===== src/rtl/logic4_pkg.sv =====
// Shared types for the 4-bit logic unit and its round-robin arbiter.
package logic4_pkg;

  typedef enum logic [1:0] {OP_NOT, OP_OR, OP_AND, OP_XOR} logic4_op_e;

  typedef enum logic {ST_EMPTY, ST_FULL} logic4_arb_state_e;

endpackage


===== src/rtl/and4.sv =====
// 4-bit bitwise AND.
module and4 (
  input  logic [3:0] a,
  input  logic [3:0] b,
  output logic [3:0] y
);
  assign y = a & b;
endmodule


===== src/rtl/logic4_alu.sv =====
// Combinational 4-bit logic unit: runs all four gates and selects one by opcode.
module logic4_alu
  import logic4_pkg::*;
(
  input  logic4_op_e op,
  input  logic [3:0] a,
  input  logic [3:0] b,
  output logic [3:0] y
);
  logic [3:0] y_not, y_or, y_and, y_xor;

  not4 u_not (.a(a), .y(y_not));
  or4  u_or  (.a(a), .b(b), .y(y_or));
  and4 u_and (.a(a), .b(b), .y(y_and));
  xor4 u_xor (.a(a), .b(b), .y(y_xor));

  always_comb begin
    y = y_not;
    case (op)
      OP_NOT: y = y_not;
      OP_OR:  y = y_or;
      OP_AND: y = y_and;
      OP_XOR: y = y_xor;
    endcase
  end
endmodule


===== src/rtl/not4.sv =====
// 4-bit bitwise inverter.
module not4 (
  input  logic [3:0] a,
  output logic [3:0] y
);
  assign y = ~a;
endmodule


===== src/rtl/or4.sv =====
// 4-bit bitwise OR.
module or4 (
  input  logic [3:0] a,
  input  logic [3:0] b,
  output logic [3:0] y
);
  assign y = a | b;
endmodule


===== src/rtl/xor4.sv =====
// 4-bit bitwise XOR.
module xor4 (
  input  logic [3:0] a,
  input  logic [3:0] b,
  output logic [3:0] y
);
  assign y = a ^ b;
endmodule


===== src/rtl/logic4_arbiter.sv =====
// Round-robin arbiter sharing one logic4_alu among NUM_REQ requesters,
// with a single registered response slot tagged by requester ID.
//
// state    | meaning
// ST_EMPTY | response slot free, RSP_VALID=0
// ST_FULL  | slot holds an unconsumed result, RSP_VALID=1
module logic4_arbiter
  import logic4_pkg::*;
#(
  parameter int NUM_REQ = 2,
  parameter int ID_W    = 2
) (
  input  logic                   CLK,
  input  logic                   RST_N,
  input  logic [NUM_REQ-1:0]     REQ_VALID,
  output logic [NUM_REQ-1:0]     REQ_READY,
  input  logic [2*NUM_REQ-1:0]   REQ_OP,
  input  logic [4*NUM_REQ-1:0]   REQ_A,
  input  logic [4*NUM_REQ-1:0]   REQ_B,
  output logic                   RSP_VALID,
  input  logic                   RSP_READY,
  output logic [3:0]             RSP_DATA,
  output logic [ID_W-1:0]        RSP_ID
);
  logic4_arb_state_e state;
  logic [ID_W-1:0]   pri;
  logic [NUM_REQ-1:0] gnt;
  logic [ID_W-1:0]   gnt_idx;
  logic              found;
  int                idx;
  logic              can_accept;
  logic              xfer;
  logic4_op_e        sel_op;
  logic [3:0]        sel_a, sel_b, alu_y;

  // Reset cycles never accept, so a request is not lost to the reset.
  assign can_accept = RST_N && ((state == ST_EMPTY) || RSP_READY);

  always_comb begin
    gnt     = '0;
    gnt_idx = '0;
    found   = 1'b0;
    idx     = 0;
    for (int k = 0; k < NUM_REQ; k++) begin
      idx = int'(pri) + k;
      if (idx >= NUM_REQ) idx = idx - NUM_REQ;
      if (!found && REQ_VALID[idx]) begin
        found    = 1'b1;
        gnt[idx] = 1'b1;
        gnt_idx  = ID_W'(idx);
      end
    end
  end

  assign REQ_READY = gnt & {NUM_REQ{can_accept}};
  assign xfer      = |REQ_READY;

  always_comb begin
    sel_op = OP_NOT;
    sel_a  = '0;
    sel_b  = '0;
    for (int i = 0; i < NUM_REQ; i++) begin
      if (gnt[i]) begin
        sel_op = logic4_op_e'(REQ_OP[2*i +: 2]);
        sel_a  = REQ_A[4*i +: 4];
        sel_b  = REQ_B[4*i +: 4];
      end
    end
  end

  logic4_alu u_alu (.op(sel_op), .a(sel_a), .b(sel_b), .y(alu_y));

  always_ff @(posedge CLK) begin
    if (!RST_N) begin
      state    <= ST_EMPTY;
      RSP_DATA <= '0;
      RSP_ID   <= '0;
      pri      <= '0;
    end else if (xfer) begin
      state    <= ST_FULL;
      RSP_DATA <= alu_y;
      RSP_ID   <= gnt_idx;
      pri      <= (gnt_idx == ID_W'(NUM_REQ - 1)) ? '0 : gnt_idx + 1'b1;
    end else if (state == ST_FULL && RSP_READY) begin
      state <= ST_EMPTY;
    end
  end

  assign RSP_VALID = (state == ST_FULL);
endmodule


===== config.mk =====
export PLATFORM = sky130hd
export DESIGN_NAME = logic4_arbiter
export DESIGN_NICKNAME = d
export VERILOG_FILES = /design/src/rtl/logic4_pkg.sv /design/src/rtl/and4.sv /design/src/rtl/logic4_alu.sv /design/src/rtl/not4.sv /design/src/rtl/or4.sv /design/src/rtl/xor4.sv /design/src/rtl/logic4_arbiter.sv
export SDC_FILE = /design/constraint.sdc
export NUM_CORES = 1
export LEC_CHECK = 0
export CORE_UTILIZATION = 36
export DETAILED_ROUTE_END_ITERATION = 8
export PLACE_DENSITY = 0.81
export REMOVE_ABC_BUFFERS = 1
export SYNTH_ARGS = -nofsm -noshare
export SYNTH_HDL_FRONTEND = slang
export SYNTH_SLANG_ARGS = --single-unit

===== constraint.sdc =====
create_clock -name CLK -period 1.9 [get_ports CLK]
set_input_delay 0.19 -clock CLK [delete_from_list [all_inputs] [get_ports CLK]]
set_output_delay 0.19 -clock CLK [all_outputs]
set_load 0.02 [all_outputs]

== Word-level counts from Yosys, hierarchy flattened ==
Cells that the tools add are included.

* Register bits: 9
* Input bits: 25
* Word-level logic and storage cells: 62

* Add/subtract/negate cells: 4
* $lt $le $gt $ge: 6
* Equality and inequality tests: 4
* Multiplexer cells: 27
* Bitwise operators: 7
* Reductions and logical operators: 10

{| class="wikitable"
|+ Operators with widths
! operator !! count
|-
| greater-or-equal comparator 32 x 1 -> 1 bit, second input constant || 2
|-
| < comparator 32 x 3 -> 1 bit, second input constant || 2
|-
| 2-to-1 mux 32 bit || 2
|-
| 2-to-1 mux 4 bit || 4
|-
| one-hot mux 4 bit (4 select lines) || 1
|-
| 2-to-1 mux 2 bit || 7
|-
| 2-to-1 mux 1 bit || 11
|-
| logical AND 1 bit || 5
|-
| bitwise AND 4 bit || 1
|-
| == test 2 x 1 -> 1 bit, second input constant || 2
|-
| == test 2 bit, second input constant || 2
|-
| inverter 4 bit || 1
|-
| OR 4 bit || 1
|-
| subtractor 3 x 2 -> 4 bit, second input constant || 1
|-
| bitwise XOR 4 bit || 1
|-
| adder 2 x 1 -> 3 bit, second input constant || 1
|-
| greater-or-equal comparator 3 x 2 -> 1 bit, second input constant || 1
|-
| subtractor 2 x 2 -> 3 bit, second input constant || 1
|-
| adder 2 x 1 -> 2 bit, second input constant || 1
|-
| bitwise AND 2 bit || 1
|-
| demux 1 bit (select 1 bit) || 2
|-
| greater-or-equal comparator 2 bit, second input constant || 1
|-
| zero test 2 bit || 1
|-
| OR 2 bit || 1
|-
| other kinds (5) || 5
|}

== Logic depth before layout (Yosys ltp) ==
Gate-level depths: netlist of run 1.

* Depth after elaboration: 13
* Mapped depth: 9

== Cells and area by module ==
From an unflattened synthesis of run 1, not the netlist that was laid out.

* Cell total of the unflattened synthesis: 76
* Area, all modules: 713.2 µm²

{| class="wikitable"
|+ By module, submodules not included
! module !! times used !! cells each !! area an instance (µm²) !! seq. area each (µm²)
|-
| logic4_arbiter || 1 || 56 || 508.0 || 180.2
|-
| logic4_alu || 1 || 4 || 105.1 || 0.0
|-
| xor4 || 1 || 4 || 35.0 || 0.0
|-
| and4 || 1 || 4 || 25.0 || 0.0
|-
| or4 || 1 || 4 || 25.0 || 0.0
|-
| not4 || 1 || 4 || 15.0 || 0.0
|}

== Least setup slack after synthesis of run 1 ==
Ideal clock, no wire load.

* Path kind: reg-to-reg
* From: reg (tool-made name)
* To: reg RSP_DATA[1]
* Library setup time: 117 ps
* Arrival: 1670 ps
* Required time: 1783 ps
* Setup slack: 112 ps
* Cell stages (with the launch flop): 9
* Path buffers: 1
* Cells stage by stage: dfxtp_1 -> nand2b_1 -> and2_1 -> buf_2 -> a22o_4 -> ha_1 -> mux2i_1 -> nand2_1 -> a32o_1

{| class="wikitable"
|+ RTL lines
! what !! RTL line !! RTL
|-
| to (signal assigned) || logic4_arbiter.sv:81 || <nowiki>RSP_DATA <= alu_y;</nowiki>
|-
| to (decl) || logic4_arbiter.sv:22 || <nowiki>output logic [3:0] RSP_DATA,</nowiki>
|}

== Worst setup path in the final report of run 1 ==
* From: in REQ_VALID[0]
* To: reg RSP_DATA[1]

* Longest elaborated chain between the ends: 11
* Elaborated cells between the ends (all ways): 29
* Those cells by class: 3 x eq/ne; 16 x mux; 6 x bitwise; 4 x reduce/logical

{| class="wikitable"
|+ Ends and longest elaborated chain
! what !! RTL line !! RTL
|-
| from (decl) || logic4_arbiter.sv:15 || <nowiki>input logic [NUM_REQ-1:0] REQ_VALID,</nowiki>
|-
| 2-to-1 mux 1 bit (not written as such) (3 in series) || logic4_arbiter.sv:47 || <nowiki>if (!found && REQ_VALID[idx]) begin</nowiki>
|-
| 2-to-1 mux 1 bit || logic4_arbiter.sv:47 ||
|-
| zero test 1 bit || logic4_arbiter.sv:47 ||
|-
| logical AND 1 bit || logic4_arbiter.sv:47 ||
|-
| 2-to-1 mux 2 bit (*) || logic4_arbiter.sv:47 ||
|-
| 2-to-1 mux 2 bit / 2-to-1 mux 4 bit (equally long branches) (2 in series) || logic4_arbiter.sv:63 || <nowiki>if (gnt[i]) begin</nowiki>
|-
| == test 2 bit (tied with other cells) || logic4_alu.sv:19 || <nowiki>case (op)</nowiki>
|-
| one-hot mux 4 bit (4 select lines) || logic4_alu.sv:19 ||
|}

Mark *: on every way between the ends. The rest lies on a longest branch, timed or not. The select of a mux whose other input is x is not followed.
A chain may end at the register's enable or synchronous reset.

==> flow_summary_export.csv, run 1 <==
group,metric,value,unit
status,status,"finished, final reports clean",
layout,n_antenna_cell,0,
sta,finalHoldViolCount,0,
clock_tree,cts_made_buffers,3,
global_routing,antenna_found_initial,0,
sta,finalClockSkew,0.000332,ns
logic_synthesis,synth_edf_count,0,
clock_tree,htreeDepth,1,
logic_synthesis,postSynthCellCount,86,
route,drt-total-wl,2220,um
global_routing,grt_max_degree,11,
setup_path,critPathLaunchType,"input port",
power,ir_drop,0.517,mV
layout,fill_cells,184,
logic_synthesis,synth_ff_type,"dfxtp_1",
layout,final_nets,169,
placement,post-dp-hpwl,1800,um
layout,fin_cells,162,
floorplanning,fp.dieW,47.5,um
power,cellPowerDensity,509,nW/um2
clock_tree,clock-sinks,9,
logic_synthesis,syn_area,746,um2
setup_path,worstPathArrival,1.93,ns
global_routing,grt_pass1_vias,805,
layout,drive_gt1_share,25.2,%
logic_synthesis,synth.area.top_cells,"dfxtp_1 (24%), ha_1 (13%), inv_1 (5.0%)",
sta,rsz0062_at_grt,"false",
layout,final_common_cell,"clkdlybuf4s50_1",
placement,portBuffers,33,
flow_run,drv_cap,0,
clock_tree,cts.clk_slew.worst_paths,0.06,ns
sta,setup_viol,0,
floorplanning,io_pins,34,
hold_path,hold_depth,2,
route,drc,0,
sta,worstMarginPinSlew,0.311,ns
clock_tree,insertion_delay,0.25,ns
route,wl_per_cell,13.7,um
logic_synthesis,synthSimpleGateAreaFrac,17.3,%
layout,areaGrowthSynthToFinish,67.8,%
sta,period_needed,1.79,ns
setup_path,end_kind,"flop",
setup_path,required,2.04,ns
logic_synthesis,synth_top_family_by_area,"compound AO/OA/AOI/OAI gates",
logic_synthesis,avgSynthCellArea,8.67,um2
logic_synthesis,ys_ff_latch,9,
logic_synthesis,synthAdderAreaFrac,13.4,%
logic_synthesis,ys.warnings.count,0,
route,vias_per_cell,5.14,
logic_synthesis,synth_compound_area_share,31.7,%
floorplanning,num_rows,16,
hold_path,hold_class,"reg -> reg",
logic_synthesis,synth.largest_area_cell,"dfxtp_1",
route,first_pass_iters,4,
logic_synthesis,synthXorXnorAreaFrac,0,%
logic_synthesis,synth.distinct_cells,30,
route,drt_iter0_drc,8,
global_routing,grt_usage,21.2,%
power,power_leakage,0.000586,uW
route,vias,833,
sta,fin_crit_sh,94.3,%
setup_path,crit_fanout,8,
layout,layout_common_cells,"clkdlybuf4s50_1 (30), buf_4 (15), inv_1 (10)",
floorplanning,die-area,2260,um2
power,totalPowerFinal,637,uW
route,ant_nets,0,
floorplanning,die_h,47.5,um
clock_tree,cts_buffer_depth,2,
logic_synthesis,synthMuxAreaShare,5.70,%
floorplanning,initial_core_util,38.0,%
sta,relSlewSlack,79.2,%
global_routing,grt-ovfl-total,0,
logic_synthesis,synthArstFlopShare,0,%
sta,drv_slew,0,
clock_tree,post_cts_buffers,0,
placement,routabilityCongestion,0.778,
floorplanning,core_area,1960,um2
sta,fmax,558,MHz
setup_path,critical_path_class,"in -> reg",
clock_tree,cts_root_buf,"clkbuf_4",
logic_synthesis,yosysSeqAreaShare,24.2,%
placement,dp.cells,158,
logic_synthesis,yosysTopAreaCellShare,24.2,%
setup_path,worstRegToRegCells,7,
clock_tree,cts_tree,"yes",
global_routing,grt_pass1_wl,3330,um
-- logic make-up after synthesis --
family | count (synthesis)
AOI/OAI and AO/OA | 26
adders and majority gates | 8
buffers and inverters | 13
DFF | 9
muxes | 4
and+or+nand+nor | 26
-- timing repair --
item                                    CTS  global route
gates resized for setup                   3             6
endpoints found under the setup margin    5             4
hold buffers                              0             0
pin swaps                                 0             0
-- area by class of cell --
class | count | area, um2 | share of cell area (%)
sequential | 9 | 180 | 14.4
timing repair buffer | 48 | 443 | 35.4
clock buffer | 4 | 26.3 | 2.10
inverter | 10 | 37.5 | 3.00
multi-input combinational | 64 | 531 | 42.4
tap | 27 | 33.8 | 2.70
-- where the power goes --
part / switching [uW] / internal (uW) / leakage, uW
Clock: 60.3 / 80.5 / 0.0000150
Sequential: 9.01 / 204 / 0.0000743
Combinational: 125 / 159 / 0.000496
-- final timing paths --
kind | startpoint | end | slack, ns
max reg2reg | flop | RSP_DATA[1] | 0.12
max | REQ_VALID[0] | RSP_DATA[1] | 0.11
min | RSP_ID[0] | RSP_ID[0] | 0.47
min reg2reg | RSP_ID[0] | RSP_ID[0] | 0.47
-- worst max-delay path, stage by stage --
cell and delay, ns:
clkdlybuf4s50_1 0.43, buf_4 0.16, and2_4 0.18, a22oi_2 0.22, inv_1 0.07, ha_1 0.27, mux2i_1 0.13, nand2_1 0.06
a32o_1 0.21
-- through the flow --
step	setup TNS, ns	instance area [um2]	utilization, %	hold slack (ns)	setup slack [ns]
2_1_floorplan	0	726	-	0.328	0.153
3_3_place_gp	-0.684	1200	61.3	0.448	-0.204
3_5_place_dp	-1.04	1200	61.3	0.473	-0.264
4_1_cts	0	1230	62.6	0.481	0.0151
5_1_grt	0	1250	63.8	0.504	0.0218
6_report	0	1250	63.8	0.475	0.108
-- routing by layer --
layer	global-route usage, %	vias up	part of all wire (%)
met5	0	-	0
met4	1.71	0	1.6
met3	4.53	4	3.8
met2	45.5	22	55
met1	20.8	398	40
li1	-	409	-
-- cell usage after synthesis (3+ instances only) --
cell type and number:
a221oi_1 4, a22oi_1 4, a32o_1 3, and2_1 4, dfxtp_1 9, ha_1 8
inv_1 10, nand2_1 9, nor2_1 5
(Power assumes the default switching activity.)
==> run 2, diff against run 1 <==
Settings changed: MAX_ROUTING_LAYER from default to met4, SLEW_MARGIN from default to 20.
==> run 2 against run 1 <==
Sequential cell count unchanged; register-to-register slack is essentially flat; power about the same; design area is the same; setup slack got worse by 0.00098 ns; routed wire length fell by 0.23%; highest routed layer unchanged.
==> flow_summary_export.csv, run 2 (synthesis results as in run 1) <==
group,metric,value,unit
floorplanning,num_rows,16,
sta,finalClockSkew,0.000764,ns
route,vias,831,
layout,n_antenna_cell,0,
layout,final_nets,169,
sta,worstMarginPinSlew,0.305,ns
global_routing,grt_pass1_wl,3330,um
power,power_leakage,0.000586,uW
placement,dp.cells,158,
layout,final_common_cell,"clkdlybuf4s50_1",
sta,setup_ws,0.107,ns
clock_tree,cts_tree,"yes",
setup_path,crit_path_start,"REQ_VALID[0]",
clock_tree,cts_buffer_depth,2,
clock_tree,clock-sinks,9,
setup_path,critPathLaunchType,"input port",
floorplanning,core_area,1960,um2
placement,routabilityCongestion,0.788,
route,first_pass_iters,4,
global_routing,grt_pass1_vias,806,
power,cellPowerDensity,509,nW/um2
route,drc,0,
sta,fmax,558,MHz
route,ant_nets,0,
clock_tree,post_cts_buffers,0,
clock_tree,insertion_delay,0.25,ns
sta,finalHoldViolCount,0,
setup_path,end_kind,"flop",
clock_tree,htreeDepth,1,
global_routing,grt-ovfl-total,0,
floorplanning,die-area,2260,um2
status,status,"finished, final reports clean",
sta,setup_viol,0,
route,wl_per_cell,13.7,um
route,drt-total-wl,2210,um
power,swShare,30.4,%
setup_path,crit_chain,"clkdlybuf4s50_1 > buf_4 > and2_4 > a22oi_2 > inv_1 > ha_1 > mux2i_1 > nand2_1 > a32o_1",
global_routing,antenna_found_initial,0,
setup_path,required,2.04,ns
sta,period_needed,1.79,ns
setup_path,cpPeakStageDelay,0.43,ns
power,p_switching,193,uW
setup_path,critical_path_class,"in -> reg",
setup_path,crit_slowest_cell,"clkdlybuf4s50_1",
sta,relSlewSlack,79.6,%
floorplanning,die_h,47.5,um
clock_tree,cts_root_buf,"clkbuf_4",
layout,layout_common_cells,"clkdlybuf4s50_1 (30), buf_4 (15), inv_1 (10)",
placement,post-dp-hpwl,1800,um
placement,portBuffers,33,
sta,drv_slew,0,
global_routing,grt_usage,21.9,%
power,pwr-share-comb,44.5,%
hold_path,hold_class,"reg -> reg",
floorplanning,io_pins,34,
setup_path,worstPathArrival,1.94,ns
layout,drive_gt1_share,25.2,%
power,power_frac_seq,33.4,%
sta,fin_crit_sh,94.4,%
global_routing,grt_max_degree,11,
clock_tree,cts_made_buffers,3,
setup_path,crit_fanout,8,
placement,place_ws,-0.264,ns
power,intPower,443,uW
layout,areaGrowthSynthToFinish,67.8,%
sta,rsz0062_at_grt,"false",
flow_run,drv_cap,0,
route,vias_per_cell,5.13,
clock_tree,cts.clk_slew.worst_paths,0.06,ns
hold_path,hp-start,"RSP_ID[0]",
power,ir_drop,0.516,mV
route,drt_iter0_drc,10,
floorplanning,initial_core_util,38.0,%
power,clkPwrFrac,22.1,%
layout,fin_cells,162,
floorplanning,fp.dieW,47.5,um
==> run 2: cell counts in the layout (fill, tap and decap cells not counted) <==
No cell type changed its count.
==> run 2: per-layer routing <==
| layer | track usage [%] | wire length [um] | vias up |
|---|---|---|---|
| met5 | - | 0 | - |
| met2 | 45.5 | 1220 | 25 |
| met4 | 1.71 | 35 | 0 |
| met1 | 20.8 | 859 | 391 |
| met3 | 4.53 | 93 | 4 |
| li1 | - | - | 411 |
==> run 2: timing repair <==
| item | 4_1_cts | 5_1_grt |
|---|---|---|
| endpoints found under the hold margin | 0 | 0 |
| endpoints found under the setup margin | 5 | 4 |
| gates resized for setup | 3 | 6 |
| hold buffers | 0 | 0 |
==> run 2: worst paths after layout <==
path,end,slack [ns],cells past startpoint
worst min register to register,RSP_ID[0],0.47,2
worst max-delay path,RSP_DATA[1],0.11,9
worst min-delay path,RSP_ID[0],0.47,2
worst max register to register,RSP_DATA[2],0.12,7
==> run 2: per-stage QoR <==
step                setup TNS (ns)  hold slack [ns]  total power (uW)  cell area [um2]  util, %
floorplan                        0            0.328               344              726        -
global placement            -0.684            0.448               482             1200     61.3
detailed placement           -1.04            0.473               492             1200     61.3
CTS                              0            0.481               638             1230     62.6
global route                     0            0.504               676             1250     63.8
finish                           0            0.475               637             1250     63.8
==> run 2: critical path: cells and delay by family <==
family,cells,cell delay (ns)
AND/OR/NAND/NOR,2,0.24
multiplexers,1,0.13
adder cells (fa/ha/maj),1,0.27
AO/OA/AOI/OAI,2,0.43
buffers and inverters,3,0.66
==> run 2: area by class of cell <==
| cell class | instances | area, um2 |
|---|---|---|
| multi-input combinational | 64 | 531 |
| timing repair buffer | 48 | 443 |
| fill | 184 | 711 |
| tap | 27 | 33.8 |
| sequential | 9 | 180 |
| inverter | 10 | 37.5 |
| clock buffer | 4 | 26.3 |
==> run 2: power groups by stage <==
stage / clock network [uW] / registers (uW) / logic [uW]
detailed placement: 0 / 216 / 275
floorplan: 0 / 231 / 113
CTS: 148 / 213 / 276
global route: 156 / 214 / 307
global placement: 0 / 216 / 266
finish: 141 / 212 / 284
==> run 3, diff against run 2 <==
Clock period 1.9 ns to 1.6 ns, I/O delays scaled along.
==> run 3 against run 2 <==
The flow now finishes with violations (negative setup slack); first-iteration DRC count shrank 10%; utilization is 5.0 points higher; die area stayed put; sequential share of layout area down 0.87 points; clock power up 30%; via count rose by 2.8%; sequential power is 19% higher; register-to-register slack got worse by 0.21 ns; routed wire length is 10% higher; final cell count is 2.5% higher; global-route usage grew 2.8 points; clock skew increased by 0.0037 ns.
==> flow_summary_export.csv, run 3 (synthesis results as in run 1) <==
group,metric,value,unit
power,cellPowerDensity,610,nW/um2
hold_path,hold_class,"reg -> reg",
placement,place_ws,-0.541,ns
power,power_leakage,0.000613,uW
sta,setup_viol,4,
setup_path,critPathLaunchType,"flop",
clock_tree,cts_tree,"yes",
sta,drv_slew,0,
placement,place_area,1220,um2
power,pwr-share-comb,47.1,%
sta,finalClockSkew,0.00449,ns
flow_run,drv_cap,0,
power,p_switching,270,uW
global_routing,grt_max_degree,11,
power,clkPwrFrac,22.2,%
clock_tree,insertion_delay,0.27,ns
layout,fin_util,68.8,%
floorplanning,io_pins,34,
setup_path,crit_fanout,8,
sta,finalHoldViolCount,0,
clock_tree,clock-sinks,9,
power,power_frac_seq,30.6,%
route,drt_iter0_drc,9,
sta,rsz0062_at_grt,"true",
floorplanning,core_area,1960,um2
layout,final_nets,173,
status,failed_checks,"negative setup slack",
route,vias_per_cell,5.14,
sta,fmax,591,MHz
floorplanning,die_h,47.5,um
layout,layout_common_cells,"clkdlybuf4s50_1 (29), buf_4 (18), inv_1 (9)",
sta,setup_ws,-0.0921,ns
floorplanning,fp.dieW,47.5,um
clock_tree,cts.clk_slew.worst_paths,0.06,ns
sta,period_needed,1.69,ns
status,status,"complete, but fails checks",
route,wl_per_cell,14.7,um
clock_tree,cts_buffer_depth,2,
layout,areaGrowthSynthToFinish,81.0,%
placement,post-dp-hpwl,1780,um
global_routing,antenna_found_initial,0,
layout,n_antenna_cell,0,
placement,routabilityCongestion,0.750,
floorplanning,num_rows,16,
clock_tree,htreeDepth,1,
setup_path,critical_path_class,"reg -> reg",
placement,portBuffers,33,
global_routing,grt_pass1_vias,885,
floorplanning,initial_core_util,38.0,%
power,swShare,32.9,%
layout,final_common_cell,"clkdlybuf4s50_1",
global_routing,grt_usage,24.7,%
clock_tree,cts_made_buffers,3,
route,drc,0,
setup_path,end_kind,"flop",
power,ir_drop,0.525,mV
power,intPower,553,uW
route,first_pass_iters,4,
route,ant_nets,0,
route,vias,854,
setup_path,required,1.75,ns
sta,worstMarginPinSlew,0.287,ns
setup_path,worstPathArrival,1.85,ns
clock_tree,cts_root_buf,"clkbuf_4",
floorplanning,die-area,2260,um2
layout,stdcell_area,1350,um2
route,drt-total-wl,2440,um
global_routing,grt_pass1_wl,3710,um
layout,drive_gt1_share,38.1,%
sta,relSlewSlack,80.8,%
global_routing,grt-ovfl-total,0,
sta,fin_crit_sh,106,%
run 3: changes by cell type in the layout (fill, tap and decap cells not counted), sizes merged:
cell,delta
clkbuf,+2
clkdlybuf4s50,-1
dlymetal6s2s,-1
buf,+4
run 3: cell type report:
| cell class | count | area [um2] |
|---|---|---|
| Sequential cell | 9 | 183 |
| Timing Repair Buffer | 52 | 464 |
| Fill cell | 156 | 612 |
| Inverter | 10 | 37.5 |
| Clock buffer | 4 | 26.3 |
| Tap cell | 27 | 33.8 |
| Multi-Input combinational cell | 64 | 606 |
run 3: timing repair:
item	4_1_cts	5_1_grt
buffers inserted	1	0
pin swaps	9	2
gates resized for setup	21	10
hold buffers	0	0
endpoints found under the hold margin	0	0
setup endpoints to repair	6	6
run 3: path summary, 6_finish.rpt:
kind | slack (ns) | to | cells past startpoint | from
setup / recovery | -0.09 | RSP_DATA[0] | 8 | flop
hold / removal | 0.46 | RSP_ID[0] | 2 | RSP_ID[0]
hold reg to reg | 0.46 | RSP_ID[0] | 2 | RSP_ID[0]
setup reg to reg | -0.09 | RSP_DATA[0] | 8 | flop
run 3: routing by layer:
metal	up-vias	global-route usage, %	routed length [um]
met2	28	48.8	1330
met3	4	6.79	116
li1	423	-	-
met1	399	23.2	968
met5	-	-	0
met4	0	5.14	29
run 3: power by group through the flow:
stage	logic, uW	registers [uW]	clock network [uW]
after floorplan	135	274	0
after global placement	322	256	0
after detailed placement	337	256	0
after CTS	371	252	178
after global routing	418	254	195
final	388	252	183
run 3: worst max-delay path, stage by stage, from the launching register on:
cell and delay [ns]:
dfxtp_2 0.33, nand2b_4 0.14, and2_4 0.20, a22oi_2 0.16, inv_1 0.07, ha_1 0.29, mux2_4 0.27, nand2_2 0.06
a21oi_1 0.05
run 3: through the flow:
step | cells | hold WS, ns | setup TNS (ns) | total power (uW)
after floorplan | 83 | 0.298 | -0.542 | 409
after global placement | 161 | 0.449 | -2.32 | 578
after detailed placement | 161 | 0.457 | -2.63 | 593
after CTS | 166 | 0.466 | -0.250 | 801
after global routing | 166 | 0.481 | -0.536 | 867
final | 166 | 0.461 | -0.295 | 823
